$ cat src/rtl/lemming_pkg.sv
// Shared types and constants for the Lemming controller: state encoding,
// default splat limit and the state-to-activity decoder.
package lemming_pkg;

  typedef enum logic [2:0] {
    WALK_L,
    WALK_R,
    FALL_L,
    FALL_R,
    DIG_L,
    DIG_R,
    SPLAT
  } state_t;

  localparam int unsigned SPLAT_LIMIT_DEFAULT = 20;

  typedef struct packed {
    logic walk_left;
    logic walk_right;
    logic aaah;
    logic digging;
  } act_t;

  // One-hot activity flags; SPLAT (and any unused code) decodes to all-zero.
  function automatic act_t decode_state(state_t s);
    act_t a;
    a = '0;
    case (s)
      WALK_L:         a.walk_left  = 1'b1;
      WALK_R:         a.walk_right = 1'b1;
      FALL_L, FALL_R: a.aaah       = 1'b1;
      DIG_L, DIG_R:   a.digging    = 1'b1;
      default:        a            = '0;
    endcase
    return a;
  endfunction

endpackage

$ cat src/rtl/lemming_ctrl_if.sv
// World-sensor inputs and activity outputs of one Lemming controller.
interface lemming_ctrl_if;

  logic bump_left;
  logic bump_right;
  logic ground;
  logic dig;
  logic walk_left;
  logic walk_right;
  logic aaah;
  logic digging;

  modport master (
    output bump_left, bump_right, ground, dig,
    input  walk_left, walk_right, aaah, digging
  );

  modport slave (
    input  bump_left, bump_right, ground, dig,
    output walk_left, walk_right, aaah, digging
  );

endinterface

$ cat src/rtl/lemming_fall_cnt.sv
// Saturating fall-duration counter with synchronous clear and a flag that
// is raised once the count has reached LIMIT.
module lemming_fall_cnt #(
  parameter int unsigned LIMIT = 20,
  parameter int unsigned CNT_W = 5
) (
  input  logic clk,
  input  logic rst,
  input  logic clr,
  input  logic en,
  output logic at_limit
);

  localparam logic [CNT_W-1:0] LIMIT_C = CNT_W'(LIMIT);

  logic [CNT_W-1:0] cnt;

  assign at_limit = (cnt >= LIMIT_C);

  // Holding at LIMIT keeps arbitrarily long falls fatal instead of wrapping.
  always_ff @(posedge clk) begin
    if (rst || clr) begin
      cnt <= '0;
    end else if (en && !at_limit) begin
      cnt <= cnt + CNT_W'(1);
    end
  end

endmodule

$ cat src/rtl/lemming_ctrl.sv
// Moore controller for one Lemming: walk, turn on bumps, fall, dig, splat.
// Outputs are decoded from the registered state only.
module lemming_ctrl
  import lemming_pkg::*;
#(
  parameter int unsigned SPLAT_LIMIT = SPLAT_LIMIT_DEFAULT,
  parameter int unsigned CNT_W       = 5
) (
  input logic           clk,
  input logic           areset,
  lemming_ctrl_if.slave io
);

  state_t state;
  state_t next;
  logic   falling;
  logic   at_limit;
  act_t   act;

  assign falling = (state == FALL_L) || (state == FALL_R);

  lemming_fall_cnt #(
    .LIMIT (SPLAT_LIMIT),
    .CNT_W (CNT_W)
  ) u_fall_cnt (
    .clk      (clk),
    .rst      (areset),
    .clr      (!falling),
    .en       (falling),
    .at_limit (at_limit)
  );

  always_ff @(posedge clk) begin
    if (areset) begin
      state <= WALK_L;
    end else begin
      state <= next;
    end
  end

  always_comb begin
    next = state;
    case (state)
      WALK_L: begin
        if (!io.ground)        next = FALL_L;
        else if (io.dig)       next = DIG_L;
        else if (io.bump_left) next = WALK_R;
      end
      WALK_R: begin
        if (!io.ground)         next = FALL_R;
        else if (io.dig)        next = DIG_R;
        else if (io.bump_right) next = WALK_L;
      end
      FALL_L: begin
        if (io.ground) next = at_limit ? SPLAT : WALK_L;
      end
      FALL_R: begin
        if (io.ground) next = at_limit ? SPLAT : WALK_R;
      end
      DIG_L: begin
        if (!io.ground) next = FALL_L;
      end
      DIG_R: begin
        if (!io.ground) next = FALL_R;
      end
      SPLAT:   next = SPLAT;
      default: next = WALK_L;
    endcase
  end

  assign act           = decode_state(state);
  assign io.walk_left  = act.walk_left;
  assign io.walk_right = act.walk_right;
  assign io.aaah       = act.aaah;
  assign io.digging    = act.digging;

endmodule

$ cat src/flat_wrapper.sv
// flat-port wrapper written by rule: the top's interface ports become plain ports
module lemming_ctrl_flat import lemming_pkg::*;
#(
  parameter int unsigned SPLAT_LIMIT = SPLAT_LIMIT_DEFAULT,
  parameter int unsigned CNT_W       = 5
)
  (clk, areset, io_bump_left, io_bump_right, io_ground, io_dig, io_walk_left, io_walk_right, io_aaah, io_digging);
  lemming_ctrl_if io_i ();
  input logic clk;
  input logic areset;
  input wire logic [$bits(io_i.bump_left)-1:0] io_bump_left;
  input wire logic [$bits(io_i.bump_right)-1:0] io_bump_right;
  input wire logic [$bits(io_i.ground)-1:0] io_ground;
  input wire logic [$bits(io_i.dig)-1:0] io_dig;
  output wire logic [$bits(io_i.walk_left)-1:0] io_walk_left;
  output wire logic [$bits(io_i.walk_right)-1:0] io_walk_right;
  output wire logic [$bits(io_i.aaah)-1:0] io_aaah;
  output wire logic [$bits(io_i.digging)-1:0] io_digging;
  assign io_i.bump_left = io_bump_left;
  assign io_i.bump_right = io_bump_right;
  assign io_i.ground = io_ground;
  assign io_i.dig = io_dig;
  assign io_walk_left = io_i.walk_left;
  assign io_walk_right = io_i.walk_right;
  assign io_aaah = io_i.aaah;
  assign io_digging = io_i.digging;
  lemming_ctrl #(.SPLAT_LIMIT(SPLAT_LIMIT), .CNT_W(CNT_W)) u_core (.clk(clk), .areset(areset), .io(io_i));
endmodule
$ cat config.mk
export PLATFORM = sky130hd
export DESIGN_NAME = lemming_ctrl_flat
export DESIGN_NICKNAME = d
export VERILOG_FILES = /design/src/rtl/lemming_pkg.sv /design/src/rtl/lemming_ctrl_if.sv /design/src/rtl/lemming_fall_cnt.sv /design/src/rtl/lemming_ctrl.sv /design/src/flat_wrapper.sv
export SDC_FILE = /design/constraint.sdc
export NUM_CORES = 1
export LEC_CHECK = 0
export BUFFER_PORTS_ARGS = -buffer_cell sky130_fd_sc_hd__buf_2
export CORE_AREA = 2 2 39 41
export CTS_CLUSTER_DIAMETER = 40
export DETAILED_ROUTE_END_ITERATION = 16
export DIE_AREA = 0 0 41 43
export SYNTH_ARGS = -nofsm -noshare
export SYNTH_HDL_FRONTEND = slang
export SYNTH_SLANG_ARGS = --single-unit
export TNS_END_PERCENT = 30
$ cat constraint.sdc
create_clock -name clk -period 1.3 [get_ports clk]
set_input_delay 0.13 -clock clk [delete_from_list [all_inputs] [get_ports clk]]
set_output_delay 0.13 -clock clk [all_outputs]
set_load 0.05 [all_outputs]
# Word level (Yosys, flattened, before mapping)

Index checks and enable logic that the tools add are counted.

Add/sub/neg operators: 1
$lt $le $gt $ge: 1
Equal/unequal tests: 12
Mux-type cells: 17
Reductions and logical operators: 9

Operator list:

| kind                | number |
|---|---|
| $mux 3              | 12 |
| $pmux 3 s7          | 1 |
| $eq 3x3->1 const B  | 3 |
| $ne 2x2->1 const B  | 4 |
| $ne 4x4->1 const B  | 2 |
| $eq 3x2->1 const B  | 2 |
| $reduce_and 6->1    | 1 |
| $add 5x1->5 const B | 1 |
| $ge 5x5->1 const B  | 1 |
| $mux 1              | 4 |
| $reduce_or 2->1     | 2 |
| $eq 3x1->1 const B  | 1 |
| $logic_not 3->1     | 1 |
| $logic_not 1->1     | 2 |
| $logic_or 1x1->1    | 2 |
| $logic_and 1x1->1   | 1 |

Register bits after elaboration: 8
Input port bits: 6
Output and inout bits: 4
Word-level logic and storage cells: 42

# Logic depth before layout (Yosys ltp)

Depth in word-level cells: 4
Mapped depth: 4
Gate-level depth less buffers: 4

# Cells and area by module

A second synthesis with hierarchy kept.

Cells, all modules: 65
Area total of the unflattened synthesis: 498.0 sq um

By module, submodules not included:

| module           | times used | cells each | area an instance (sq um) | sequential area each (sq um) |
|---|---|---|---|---|
| lemming_ctrl     | 1          | 35         | 251.5                    | 60.1 |
| lemming_fall_cnt | 1          | 30         | 246.5                    | 100.1 |

# Least setup slack after synthesis

Ideal clock, no wire load.

Kind: reg2reg
Start: register u_core.state[2]
End: register u_core.state[0]
Library setup time: 0.066 ns
Data arrival time: 1.769 ns
Required time: 1.234 ns
Setup slack: -0.535 ns
Cell stages (with the launch flop): 5
Buffers on the path: 1
Period minus slack after synthesis: 1.835 ns
Cells stage by stage: dfxtp_1 > buf_6 > nor3_1 > nand2_1 > nand3_1

Longest elaborated chain between the ends: 3
Elaborated cells on any way between the ends: 15
Classes of those cells: eq/ne (12); mux (1); reduce/logical (2)

Ends and longest elaborated chain:

| what                                                      | RTL line           | RTL |
|---|---|---|
| start: declaration                                        | lemming_ctrl.sv:14 | `state_t state;` |
| start signal: assignment                                  | lemming_ctrl.sv:37 | `state <= next;` |
| $eq 3x1->1, or another cell as far along                  | lemming_ctrl.sv:43 | `case (state)` |
| $ne 4x4->1 (no source line) or $ne 2x2->1 (tied branches) | -                  |  |
| $reduce_and 6->1 (no source line)                         | -                  |  |

Several ways; a longest one is shown, not always the timed one.
A chain may end at the register's enable or synchronous reset.

# Worst setup path after layout

Start: register u_core.state[1]
End: output io_walk_right

Longest elaborated chain between the ends: 2

Ends and longest elaborated chain:

| what             | RTL line           | RTL |
|---|---|---|
| $eq 3x1->1       | lemming_pkg.sv:28  | `case (s)` |
| $mux 1           | lemming_pkg.sv:28  |  |
| end: declaration | flat_wrapper.sv:16 | `output wire logic [$bits(io_i.walk_right)-1:0] io_walk_right;` |

Every way passes these cells.

==> results.py <==
metrics = {
    "place": {
        "dp_cells": 77,
        "io_buffer_count": 9,
        "gp_congestion": 0.728,
        "pre_cts_slack_ps": 154,
        "dp.final_hpwl_um": 680,
    },
    "detailed_routing": {
        "drc": 0,
        "vias": 404,
        "drt_iter0_drc": 9,
        "wl_um": 917,
        "wl_per_cell_um": 11.5,
        "drtAntennaViolNets": 0,
        "via_per_inst": 5.05,
        "drtPass1Iterations": 4,
    },
    "layout": {
        "diodes": 0,
        "final_cells": 80,
        "drive_gt1_share_pct": 26.6,
        "final_nets": 74,
        "area_growth_pct": 24.3,
    },
    "setup_path": {
        "path_class": "flop to output port",
        "critPathSlowestCell": "dfxtp_1",
        "slowest_delay_ps": 310,
        "startpoint_type": "flop",
        "crit_chain": "buf_4, nor3b_2, clkbuf_4",
        "worstPathRequired_ps": 1170,
        "cp.arrival_ps": 1120,
        "reg2reg_depth": 4,
        "critical_path.max_fanout": 10,
        "end_kind": "output port",
    },
    "die": {
        "die_x_um": 41,
        "initial_utilization_pct": 32.0,
        "die_y_um": 43,
        "rows": 14,
        "dieArea_um2": 1760,
        "core_um2": 1380,
        "ioPinCount": 10,
    },
    "logic_synthesis": {
        "syn_inst": 52,
        "yosysSeqAreaShare_pct": 36.2,
        "yosys.area.top_type": "dfxtp_1",
        "synth_top_area_share_pct": 36.2,
        "netlist_top_cells_area": "dfxtp_1, ha_1, buf_6",
        "synth_cell_types": 25,
        "synthesis.nets": 60,
        "avgSynthCellArea_um2": 8.52,
        "syn_area_um2": 443,
        "synth_warnings": 0,
        "synth_seq_cells": 8,
    },
    "global_route": {
        "antenna_found_initial": 0,
        "overflow": 0,
        "grt_pass1_vias": 366,
        "groute.usage.overall_pct": 11.9,
        "grt_max_degree": 11,
        "grt_pass1_wl_mm": 1.48,
    },
    "timing": {
        "timing.final.crit_share_pct": 96.3,
        "post-route-worst-setup-slack_ps": 47.5,
        "maxSlewViolCount": 0,
        "whs_ps": 148,
        "tightest_slew_ps": 323,
        "fin_crit_ps": 1250,
        "rsz0062_at_grt": "no",
        "fmax_mhz": 798,
        "relSlewSlack_pct": 78.2,
        "fin_skew_ps": 4.22,
        "finalSetupViolCount": 0,
        "finalHoldViolCount": 0,
    },
    "clock_network": {
        "ctsResizeCount": 2,
        "clkTransAtPathRegs_ps": 50,
        "cts_tree": "yes",
        "clock_path_buffers": 2,
        "clk_root_buffer_cell": "clkbuf_4",
        "cts_buffers": 3,
        "postCtsHoldBufs": 0,
        "ctsHtreeMaxLevel": 1,
        "clkLatencyLatePin_ps": 250,
        "clock_sinks": 8,
        "cts_setup_buffers": 0,
    },
    "outcome": {
        "status": "complete, no violations",
    },
    "pwr": {
        "powerDensity_nw_per_um2": 988,
        "p_leak_nw": 0.226,
        "ir_worst_vdd_v": 0.000316,
    },
    "hold_path": {
        "min_path_type": "input pin to flop",
        "min_path_cells": 2,
    },
    "flow_run": {
        "drv_cap": 0,
    },
}
==> worst paths after layout <==
| kind | startpoint | end | slack, ps |
|---|---|---|---|
| setup reg to reg | u_core.u_fall_cnt.cnt[1] | u_core.u_fall_cnt.cnt[2] | 140 |
| hold reg to reg | u_core.u_fall_cnt.cnt[0] | u_core.u_fall_cnt.cnt[0] | 550 |
| hold / removal | io_ground | u_core.state[1] | 150 |
| setup / recovery | u_core.state[1] | io_walk_right | 50 |
==> kinds of logic after synthesis <==
family	synth area share [%]
multiplexers	2.26
AND/OR/NAND/NOR	28.3
buffers and inverters	8.47
AO/OA/AOI/OAI	17.2
flip-flops	36.2
adder cells (fa/ha/maj)	5.65
XOR/XNOR	1.98
==> power by group <==
group,internal (mW),switching (mW)
Sequential,0.253,0.00603
Combinational,0.0398,0.0633
Clock,0.105,0.0771
Total,0.398,0.146
==> registers in the layout, indices dropped and copies added (netlist names) <==
| register | flops |
|---|---|
| u_core.u_fall_cnt.cnt | 5 |
| u_core.state | 3 |
==> stage by stage <==
step           total power, mW  setup TNS, ps  area [um^2]  utilization, %
6_report                 0.544              0          551            39.8
5_1_grt                  0.571              0          551            39.8
4_1_cts                  0.545              0          538            38.9
3_5_place_dp             0.357              0          510            36.9
3_3_place_gp             0.357              0          510            36.9
2_1_floorplan            0.333           -118          453               -
==> cells in the final DEF (no fill, tap or decap), drive strengths merged <==
master,n
inv,4
nand3,2
clkbuf,4
nand2,2
o21a,1
nor2,6
a31oi,2
o21ai,4
a21oi,2
mux2i,1
nor2b,2
xor2,1
nor3b,1
nor4bb,1
or3,1
or4b,1
a31o,1
nand4b,1
nand4,1
buf,10
dfxtp,8
and2b,1
nand2b,1
o2111ai,2
nor3,2
ha,2
==> layout make-up <==
type	instances	area (um^2)
sequential	8	160
inverter	4	15.0
clock buffer	3	22.5
multi-input combinational	38	255
timing repair buffer	11	77.6
fill	149	833
tap	16	20.0
==> metal layers <==
metal  up-vias  GRT usage (%)  wire [um]
met1       181           18.1        455
met2        13           14.7        425
met3         0           3.14         36
met5         -              0          0
met4         0           6.00          0
li1        210              -          -
==> synthesized netlist by cell type <==
| cell type | number |
|---|---|
| nand4b_1 | 1 |
| nor2_1 | 6 |
| or3_1 | 1 |
| or4b_1 | 1 |
| a21oi_1 | 2 |
| nand2b_1 | 1 |
| xor2_1 | 1 |
| a31o_2 | 1 |
| o2111ai_1 | 2 |
| ha_1 | 2 |
| nand4_1 | 1 |
| nor3_1 | 2 |
| nand3_1 | 2 |
| and2b_1 | 1 |
| o21a_1 | 1 |
| inv_1 | 4 |
| nand2_1 | 2 |
| mux2i_1 | 1 |
| nor2b_1 | 2 |
| nor3b_1 | 1 |
| dfxtp_1 | 8 |
| nor4bb_1 | 1 |
| a31oi_1 | 2 |
| o21ai_0 | 4 |
| buf_6 | 2 |
==> critical path: cells and delay by family, from the launching register on <==
family	cells	cell delay (ps)
buf+inv	2	420
flops	1	310
simple gates	1	150
Power figures use the tool's default switching activity.
